## config.mk

```make
export PLATFORM = sky130hd
export DESIGN_NAME = stage_sequencer
export DESIGN_NICKNAME = d
export VERILOG_FILES = /design/src/rtl/stage_sequencer.sv
export SDC_FILE = /design/constraint.sdc
export NUM_CORES = 1
export LEC_CHECK = 0
export BUFFER_PORTS_ARGS = -buffer_cell sky130_fd_sc_hd__buf_2
export CORE_MARGIN = 2
export CORE_UTILIZATION = 57
export DETAILED_ROUTE_END_ITERATION = 12
export PLACE_DENSITY = 0.83
export SYNTH_ARGS = -nofsm -noshare
export SYNTH_HDL_FRONTEND = slang
export SYNTH_SLANG_ARGS = --single-unit
```

## constraint.sdc

```tcl
create_clock -name clock -period 3.3 [get_ports clock]
set_input_delay 0.33 -clock clock [delete_from_list [all_inputs] [get_ports clock]]
set_output_delay 0.33 -clock clock [all_outputs]
set_load 0.01 [all_outputs]
```

## src/rtl/stage_sequencer.sv

```systemverilog
// Multi-cycle stage/PC sequencer for the single-issue core: walks IF..WB,
// handles branch redirects, memory-stage skipping, stalls and termination.
//
// state  | meaning
// IDLE   | out of reset, waiting for start; stage=7
// RUN    | stepping stages 0..4 for the instruction at pc
// HALTED | program terminated (halt or PC past end); stage=7, pc holds last address
module stage_sequencer #(
    parameter int INSTR_COUNT = 12,
    parameter int PC_WIDTH    = 4
) (
    input  logic                clock,
    input  logic                reset,
    input  logic                start,
    input  logic                stall,
    input  logic                halt,
    input  logic                skip_mem,
    input  logic                branch_taken,
    input  logic [PC_WIDTH-1:0] branch_target,
    output logic [2:0]          stage,
    output logic [PC_WIDTH-1:0] pc,
    output logic                running,
    output logic                done,
    output logic                error,
    output logic [7:0]          retire_count
);

    typedef enum logic [1:0] {
        IDLE   = 2'd0,
        RUN    = 2'd1,
        HALTED = 2'd2
    } state_t;

    localparam logic [2:0] ST_IF       = 3'd0;
    localparam logic [2:0] ST_ID       = 3'd1;
    localparam logic [2:0] ST_EX       = 3'd2;
    localparam logic [2:0] ST_MEM      = 3'd3;
    localparam logic [2:0] ST_WB       = 3'd4;
    localparam logic [2:0] ST_INACTIVE = 3'd7;

    localparam logic [PC_WIDTH:0] PC_LIMIT = INSTR_COUNT[PC_WIDTH:0];
    localparam logic [PC_WIDTH:0] PC_ONE   = {{PC_WIDTH{1'b0}}, 1'b1};

    state_t              state_q, state_d;
    logic [2:0]          stage_q, stage_d;
    logic [PC_WIDTH-1:0] pc_q, pc_d;
    logic                error_q, error_d;
    logic [7:0]          retire_q, retire_d;
    logic                br_pend_q, br_pend_d;
    logic [PC_WIDTH-1:0] br_tgt_q, br_tgt_d;
    logic [PC_WIDTH:0]   pc_next;

    always_ff @(posedge clock) begin
        if (reset) begin
            state_q   <= IDLE;
            stage_q   <= ST_INACTIVE;
            pc_q      <= '0;
            error_q   <= 1'b0;
            retire_q  <= 8'd0;
            br_pend_q <= 1'b0;
            br_tgt_q  <= '0;
        end else begin
            state_q   <= state_d;
            stage_q   <= stage_d;
            pc_q      <= pc_d;
            error_q   <= error_d;
            retire_q  <= retire_d;
            br_pend_q <= br_pend_d;
            br_tgt_q  <= br_tgt_d;
        end
    end

    // One extra bit so the increment past the top of the PC range is visible.
    assign pc_next = br_pend_q ? {1'b0, br_tgt_q} : ({1'b0, pc_q} + PC_ONE);

    always_comb begin
        state_d   = state_q;
        stage_d   = stage_q;
        pc_d      = pc_q;
        error_d   = error_q;
        retire_d  = retire_q;
        br_pend_d = br_pend_q;
        br_tgt_d  = br_tgt_q;

        case (state_q)
            IDLE, HALTED: begin
                if (start) begin
                    state_d   = RUN;
                    stage_d   = ST_IF;
                    pc_d      = '0;
                    error_d   = 1'b0;
                    br_pend_d = 1'b0;
                end
            end
            RUN: begin
                if (!stall) begin
                    case (stage_q)
                        ST_IF: stage_d = ST_ID;
                        ST_ID: begin
                            if (halt) begin
                                state_d = HALTED;
                                stage_d = ST_INACTIVE;
                                error_d = 1'b0;
                            end else begin
                                stage_d = ST_EX;
                            end
                        end
                        ST_EX: begin
                            br_pend_d = branch_taken;
                            br_tgt_d  = branch_target;
                            stage_d   = skip_mem ? ST_WB : ST_MEM;
                        end
                        ST_MEM: stage_d = ST_WB;
                        ST_WB: begin
                            if (retire_q != 8'd255) begin
                                retire_d = retire_q + 8'd1;
                            end
                            if (pc_next < PC_LIMIT) begin
                                stage_d   = ST_IF;
                                pc_d      = pc_next[PC_WIDTH-1:0];
                                br_pend_d = 1'b0;
                            end else begin
                                state_d = HALTED;
                                stage_d = ST_INACTIVE;
                                error_d = br_pend_q;
                            end
                        end
                        default: begin
                            state_d = IDLE;
                            stage_d = ST_INACTIVE;
                        end
                    endcase
                end
            end
            default: begin
                state_d = IDLE;
                stage_d = ST_INACTIVE;
            end
        endcase
    end

    assign stage        = stage_q;
    assign pc           = pc_q;
    assign running      = (state_q == RUN);
    assign done         = (state_q == HALTED);
    assign error        = error_q;
    assign retire_count = retire_q;

endmodule
```

======== After elaboration in Yosys (flattened, before gate mapping) ========
Index checks and enable logic that the tools add are counted.
Widths: inputs -> output; s select.
word-level totals
  register bits ........................... 23
  input port bits ......................... 11
  word-level logic and storage cells ...... 69
operators by class
  add/subtract/negate cells ............... 2
  order comparisons ....................... 1
  eq/ne operators ......................... 17
  muxes and demuxes ....................... 29
  bitwise logic cells ..................... 1
  reductions and logical operators ........ 12
operators by type and width
  kind                 count
  $mux 4               4
  $mux 3               5
  $pmux 3 s5           1
  $reduce_and 5->1     3
  $ne 3x3->1 const B   3
  $add 8x1->8 const B  1
  $mux 2               4
  $ne 8x8->1 const B   1
  $pmux 1 s2           4
  $pmux 4 s2           1
  $eq 3x2->1 const B   2
  $mux 1               6
  $ne 2x2->1 const B   3
  $ne 3x1->1 const B   2
  $pmux 2 s3           1
  $pmux 3 s2           1
  $reduce_and 6->1     1
  $add 4x1->5 const B  1
  $lt 5x4->1 const B   1
  $mux 5               1
  $ne 2x1->1 const B   2
  $pmux 2 s2           1
  $reduce_and 4->1     1
  $eq 3x1->1 const B   1
  other kinds (11)     11

======== Logic depth before layout (Yosys ltp) ========
Gate-level depths: netlist (run 1).
  depth after elaboration ................. 7
  gate-level depth with buffers ........... 7

======== Worst setup path before layout (run 1) ========
Ideal clock, no wire load.
  kind .................................... flip-flop to flip-flop
  start ................................... register state_q[0]
  end ..................................... register br_pend_q
  data arrival time ....................... 1.706 ns
  required time ........................... 3.222 ns
  slack ................................... 1.516 ns
  cell stages (with the launch flop) ...... 8
  path through ............................ dfxtp_1 -> buf_4 -> or3b_1 -> buf_6 -> or4b_4 -> clkinv_4 -> a21oi_2 -> o22ai_2
between the ends
  cells in the longest elaborated chain, start to end .. 4
  elaborated cells between the ends (all ways) .. 11
  those cells by class .................... eq/ne: 6; mux: 1; reduce/logical: 4
RTL lines
  element                                                    line  RTL
  start, declared                                            44    state_t state_q, state_d;
  start signal, assigned                                     63    state_q <= state_d;
  $eq 2x2->1 or $logic_not 2->1 (tied branches)              85    case (state_q)
  $reduce_or 2->1                                            85
  $ne 2x2->1 (no line) or $reduce_bool 2->1 (tied branches)  n/a
  $reduce_and 5->1 (no line)                                 n/a
  end signal, assigned                                       68    br_pend_q <= br_pend_d;
  end, declared                                              49    logic br_pend_q, br_pend_d;
Parallel ways exist; a longest one is shown, timed or not.
A chain may end at the register's enable or synchronous reset.

======== Worst setup path in the final report (run 1) ========
Ends and elaborated chain as after synthesis.

==> results of run 1 <==
[cell usage after synthesis, types with 2 or more instances]
library cell	instances	area [sq um]
a21oi_1	8	40.0
a21oi_2	5	43.8
a221oi_1	3	26.3
a22oi_1	3	22.5
a31oi_1	2	12.5
buf_2	2	10.0
clkbuf_1	4	15.0
dfxtp_1	23	460
ha_1	2	25.0
mux2i_1	2	20.0
nand2_1	16	60.1
nand2b_1	6	37.5
nand3_1	2	10.0
nand4_1	3	18.8
nor2_1	16	60.1
nor2b_1	2	12.5
nor3_1	4	20.0
nor3_2	2	20.0
o21ai_0	5	25.0
o22ai_1	2	12.5
o2bb2ai_1	5	43.8
o31ai_1	2	15.0
or3b_1	2	17.5
xnor2_1	5	43.8
xor2_1	4	35.0
[state kept, by name (all words and copies together) (netlist names)]
register and count:
state_q 2, retire_count 8, error 1, br_pend_q 1, stage 3, pc 4
br_tgt_q 4
[power breakdown]
part	switching (mW)	internal (mW)
Sequential	0.0261	0.287
Clock	0.0835	0.0472
Combinational	0.0507	0.0411
[stage by stage]
stage,hold WS (ns),cell area [sq um]
finish,0.252,1480
CTS,0.248,1480
global route,0.257,1480
global placement,0.470,1460
floorplan,0.448,1330
detailed placement,0.469,1460
[routing by layer]
| metal | vias to the layer above | track usage [%] | wire length, um |
|---|---|---|---|
| met5 | - | 0 | 0 |
| met4 | 0 | 8.55 | 23 |
| met3 | 4 | 3.71 | 147 |
| met2 | 45 | 40.8 | 1490 |
| met1 | 602 | 31.9 | 1460 |
| li1 | 623 | - | - |
[worst min path at each step]
stage | start | slack [ns] | to | depth (start not counted)
after detailed placement | br_tgt_q[0]$_SDFFE_PP0P_ | 0.47 | br_tgt_q[0]$_SDFFE_PP0P_ | 2
final | branch_target[0] | 0.25 | br_tgt_q[0]$_SDFFE_PP0P_ | 3
after global placement | br_tgt_q[0]$_SDFFE_PP0P_ | 0.47 | br_tgt_q[0]$_SDFFE_PP0P_ | 2
after CTS | branch_target[0] | 0.25 | br_tgt_q[0]$_SDFFE_PP0P_ | 3
after global routing | branch_target[0] | 0.26 | br_tgt_q[0]$_SDFFE_PP0P_ | 3
after floorplan | br_tgt_q[1]$_SDFFE_PP0P_ | 0.45 | br_tgt_q[1]$_SDFFE_PP0P_ | 2
[layout make-up]
type / count / share of cell area [%]
multi-input combinational: 122 / 54.6
inverter: 2 / 0.843
sequential: 23 / 31.0
tap: 28 / 2.36
clock buffer: 4 / 1.77
timing repair buffer: 28 / 9.44
[critical path: stages (launching register included)]
cell and delay, ns:
dfxtp_1 0.50, or3b_1 0.54, or4b_4 0.62, clkinv_4 0.09
a21oi_2 0.06, o22ai_2 0.14
[cell families (layout without fill, tap and decap cells)]
logic type               count (synthesis)  after routing  share of synthesized area [%]
AND/OR/NAND/NOR                         63             63                           25.7
AO/OA/AOI/OAI                           46             46                           25.9
flip-flops                              23             23                           34.6
buffers and inverters                   11             34                           4.51
XOR/XNOR                                 9              9                           5.93
adder cells (fa/ha/maj)                  2              2                           1.88
multiplexers                             2              2                           1.51
==> run metrics, run 1 <==
status=complete, no violations; crit path launch type=register; endpoints failing setup=0; die height=roughly 52 um; RSZ-0062 raised after global routing=no; post-CTS sizing=0; relative slew slack=55.0%; Initial Util=60.1%; Routed wire per std cell=15.0 um; EDFF count, synth=0; critical-path maximum fanout=10; Final WS setup=1.28 ns; CP startpoint=state_q[0]$_SDFFE_PP0P_; post-route ant nets=0; die area=2740 sq um; root buffer cell=clkbuf_4; post-synthesis async set-or-reset flop share=0%; clock latency on the worst-skew pair=between 0.3 and 0.4 ns; gpl congestion=approximately 0.85; required time of the worst setup path=roughly 3.5 ns; CP arrival=2.25 ns; setup bufs post-CTS=0; CTS Buf Count=3; Clock Skew=0.00448 ns; Hold WC Path Type=in2reg; r2r setup slk=1.28 ns; commonest non-fill, non-tap cells in the layout=28 x buf_2, 23 x dfxtp_1, 16 x nor2_1, 16 x nand2_1, 8 x a21oi_1; Synth Flop Type=dfxtp_1; area of the core=2210 sq um; row count=17; Detailed Place HPWL=2230 um; Vias=1,274; Post-Place Cells=approximately 200; FF-to-FF path depth=5; fill count=200; max_cap viols=0; CTS hold repair buffers=0; Final period util=61.1%; pins over their slew limit=0; WL final=3110 um; DRC viols=0; vias in the first global route=1,198; Yosys reg bits=23; register area share after synthesis=34.6%; post-DR vias/cell=6.15; Syn Nets=169; WS Path Type=reg2reg; Buffers on Ports=28; Pleak=approximately 0.56 nW; Post-Syn Area=1330 sq um; Power, Total=roughly 0.54 mW; Final nets=193; Multi-input gate area=810 sq um; Clock transition at path regs=about 0.12 ns; fin util=around two thirds; Clock Path Buffers=2; drt pass-1 iters=4; Total Routing Usage GR=24.5%; fmax=0.496 GHz; Mapped Cells=156; RR Endpoint=br_pend_q$_SDFFE_PP0P_; Sinks on Clock Net=23; Iter 0 DRT Violations=37; TritonCTS clock tree=built; PwrDens=approximately 360 nW/um^2; pre-CTS setup slack=between 1 and 1.5 ns; CP endpoint=br_pend_q$_SDFFE_PP0P_; grt total ovfl=0; Final Hold Viols=0; fin crit period=2.02 ns; setup TNS=0 ns; antenna violations before repair=0; register area=460 sq um; Yosys cell types=about 50; diode count=0; most common cell after layout, fill and taps aside=buf_2; Die X=52.3 um; Crit. End Element=register; RR Startpoint=state_q[0]$_SDFFE_PP0P_; Area Overhead vs Synth=11.6%; Max H-tree Level=1; # IOs=29; average size of a mapped cell=8.53 sq um; largest net degree at the start of global routing=26; Synthesis Warnings=0; first-pass GRT wire length=5130 um; layout cells sized above 1=between 20% and 30%; non-filler instance count after layout=about 210; Least-Margin Pin Slew=~0.67 ns; maximum vdd drop=~260 uV
Power figures use the tool's default switching activity.
==> run 2: changes to the inputs <==
- CORE_UTILIZATION: 57 -> 53
- PLACE_DENSITY: 0.83 -> 0.78
- clock period: 3.3 -> 2.1 ns (I/O delays scaled with it)
==> run metrics, run 2 (synthesized netlist as in run 1, its figures left out) <==
relative slew slack=between 60% and 70%; met2 Use GR=36.8%; largest net degree at the start of global routing=26; die height=54.1 um; status=complete, no violations; antenna violations before repair=0; endpoints failing setup=0; CTS Buf Count=3; post-DR vias/cell=5.93; Detailed Place HPWL=~2200 um; diode count=0; first-pass GRT wire length=4850 um; grt total ovfl=0; post-placement cell area=1500 sq um; CTS hold repair buffers=0; layer with the highest usage=met2; Sinks on Clock Net=23; Die X=54.1 um; row count=18; max_cap viols=0; Clock Path Buffers=2; CP arrival=2.22 ns; pins over their slew limit=0; layout cells sized above 1=27.7%; Final Hold Viols=0; RSZ-0062 raised after global routing=no; # IOs=29; Area Overhead vs Synth=14.7%; TritonCTS clock tree=built; required time of the worst setup path=between 2 and 2.5 ns; Final period util=a little over nine tenths; Total Routing Usage GR=22.1%; Initial Util=54.7%; vias in the first global route=1,142; Max H-tree Level=1; commonest non-fill, non-tap cells in the layout=28 x buf_2, 23 x dfxtp_1, 16 x nor2_1, 16 x nand2_1, 8 x a21oi_1; setup bufs post-CTS=0; post-route cell area=1530 sq um; root buffer cell=clkbuf_4; fmax=0.506 GHz; crit path launch type=register; Crit. End Element=register; area of the core=2430 sq um; WS Path Type=reg2reg; setup TNS=0 ns; clock latency on the worst-skew pair=approximately 0.30 ns; gpl congestion=0.817; post-route ant nets=0; Largest register FFs=8; met3 usage=2.78%; WL final=2950 um; critical-path maximum fanout=10; Buffers on Ports=28; maximum vdd drop=402 uV; fin crit period=approximately 2.0 ns; most common cell after layout, fill and taps aside=buf_2; Hold WC Path Type=in2reg; drt pass-1 iters=4; Clock Skew=0.00571 ns; DRC viols=0; die area=slightly below 3000 sq um; PwrDens=557 nW/um^2; met1 usage=29.9%; Clock transition at path regs=between 0.1 and 0.15 ns; Pleak=0.586 nW; post-CTS sizing=0; Vias=1,270; Routed wire per std cell=13.8 um; Final nets=198; Least-Margin Pin Slew=0.492 ns; Iter 0 DRT Violations=between 40 and 50
==> run 2: cell types whose count changed in the layout (fill, tap and decap cells not counted) <==
| cell | before | now |
|---|---|---|
| clkinv_2 | 0 | 1 |
| buf_4 | 0 | 5 |
| clkbuf_1 | 1 | 0 |
==> run 2: final timing paths <==
kind | from | end | slack [ns] | cells after the start
worst max-delay path | state_q[0]$_SDFFE_PP0P_ | br_tgt_q[2]$_SDFFE_PP0P_ | 0.12 | 5
worst min-delay path | branch_target[3] | br_tgt_q[3]$_SDFFE_PP0P_ | 0.14 | 3
worst max register to register | state_q[0]$_SDFFE_PP0P_ | br_tgt_q[2]$_SDFFE_PP0P_ | 0.12 | 5
worst min register to register | br_tgt_q[1]$_SDFFE_PP0P_ | br_tgt_q[1]$_SDFFE_PP0P_ | 0.49 | 2
==> run 2: report_power, final <==
group	internal (mW)	switching [mW]	leakage, nW	total (mW)
registers	0.451	0.0165	0.187	0.467
logic	0.0769	0.106	0.382	0.183
clock network	0.0709	0.129	0.0177	0.200
total	0.598	0.251	0.586	0.849
==> run 2: cell type report <==
cell class	count	area (sq um)
Fill cell	226	907
Multi-Input combinational cell	122	810
Sequential cell	23	460
Timing Repair Buffer	33	178
Tap cell	30	37.5
Clock buffer	3	22.5
Inverter	2	12.5
Clock inverter	1	5.00
==> run 2: per-layer routing <==
layer	share of wire, %	wire length (um)	up-vias
met4	0.41	12	0
li1	-	-	633
met5	0	0	-
met2	48	1430	47
met1	45	1330	588
met3	6.1	181	2
==> run 2: worst max-delay path, stage by stage, from the launching register on <==
cell,delay [ns]
dfxtp_1,0.50
or3b_1,0.54
or4b_4,0.62
clkinv_4,0.08
nand2_1,0.06
a21oi_2,0.11
==> run 2: per-stage QoR <==
| stage | power (mW) | setup WS, ns | std cells | utilization, % | hold slack, ns |
|---|---|---|---|---|---|
| 3_5_place_dp | 0.657 | 0.163 | 210 | 61.6 | 0.465 |
| 2_1_floorplan | 0.603 | 0.316 | 156 | - | 0.355 |
| 3_3_place_gp | 0.651 | 0.207 | 210 | 61.6 | 0.464 |
| 4_1_cts | 0.863 | 0.128 | 214 | 62.7 | 0.132 |
| 6_report | 0.849 | 0.124 | 214 | 62.7 | 0.144 |
| 5_1_grt | 0.905 | 0.0118 | 214 | 62.7 | 0.129 |
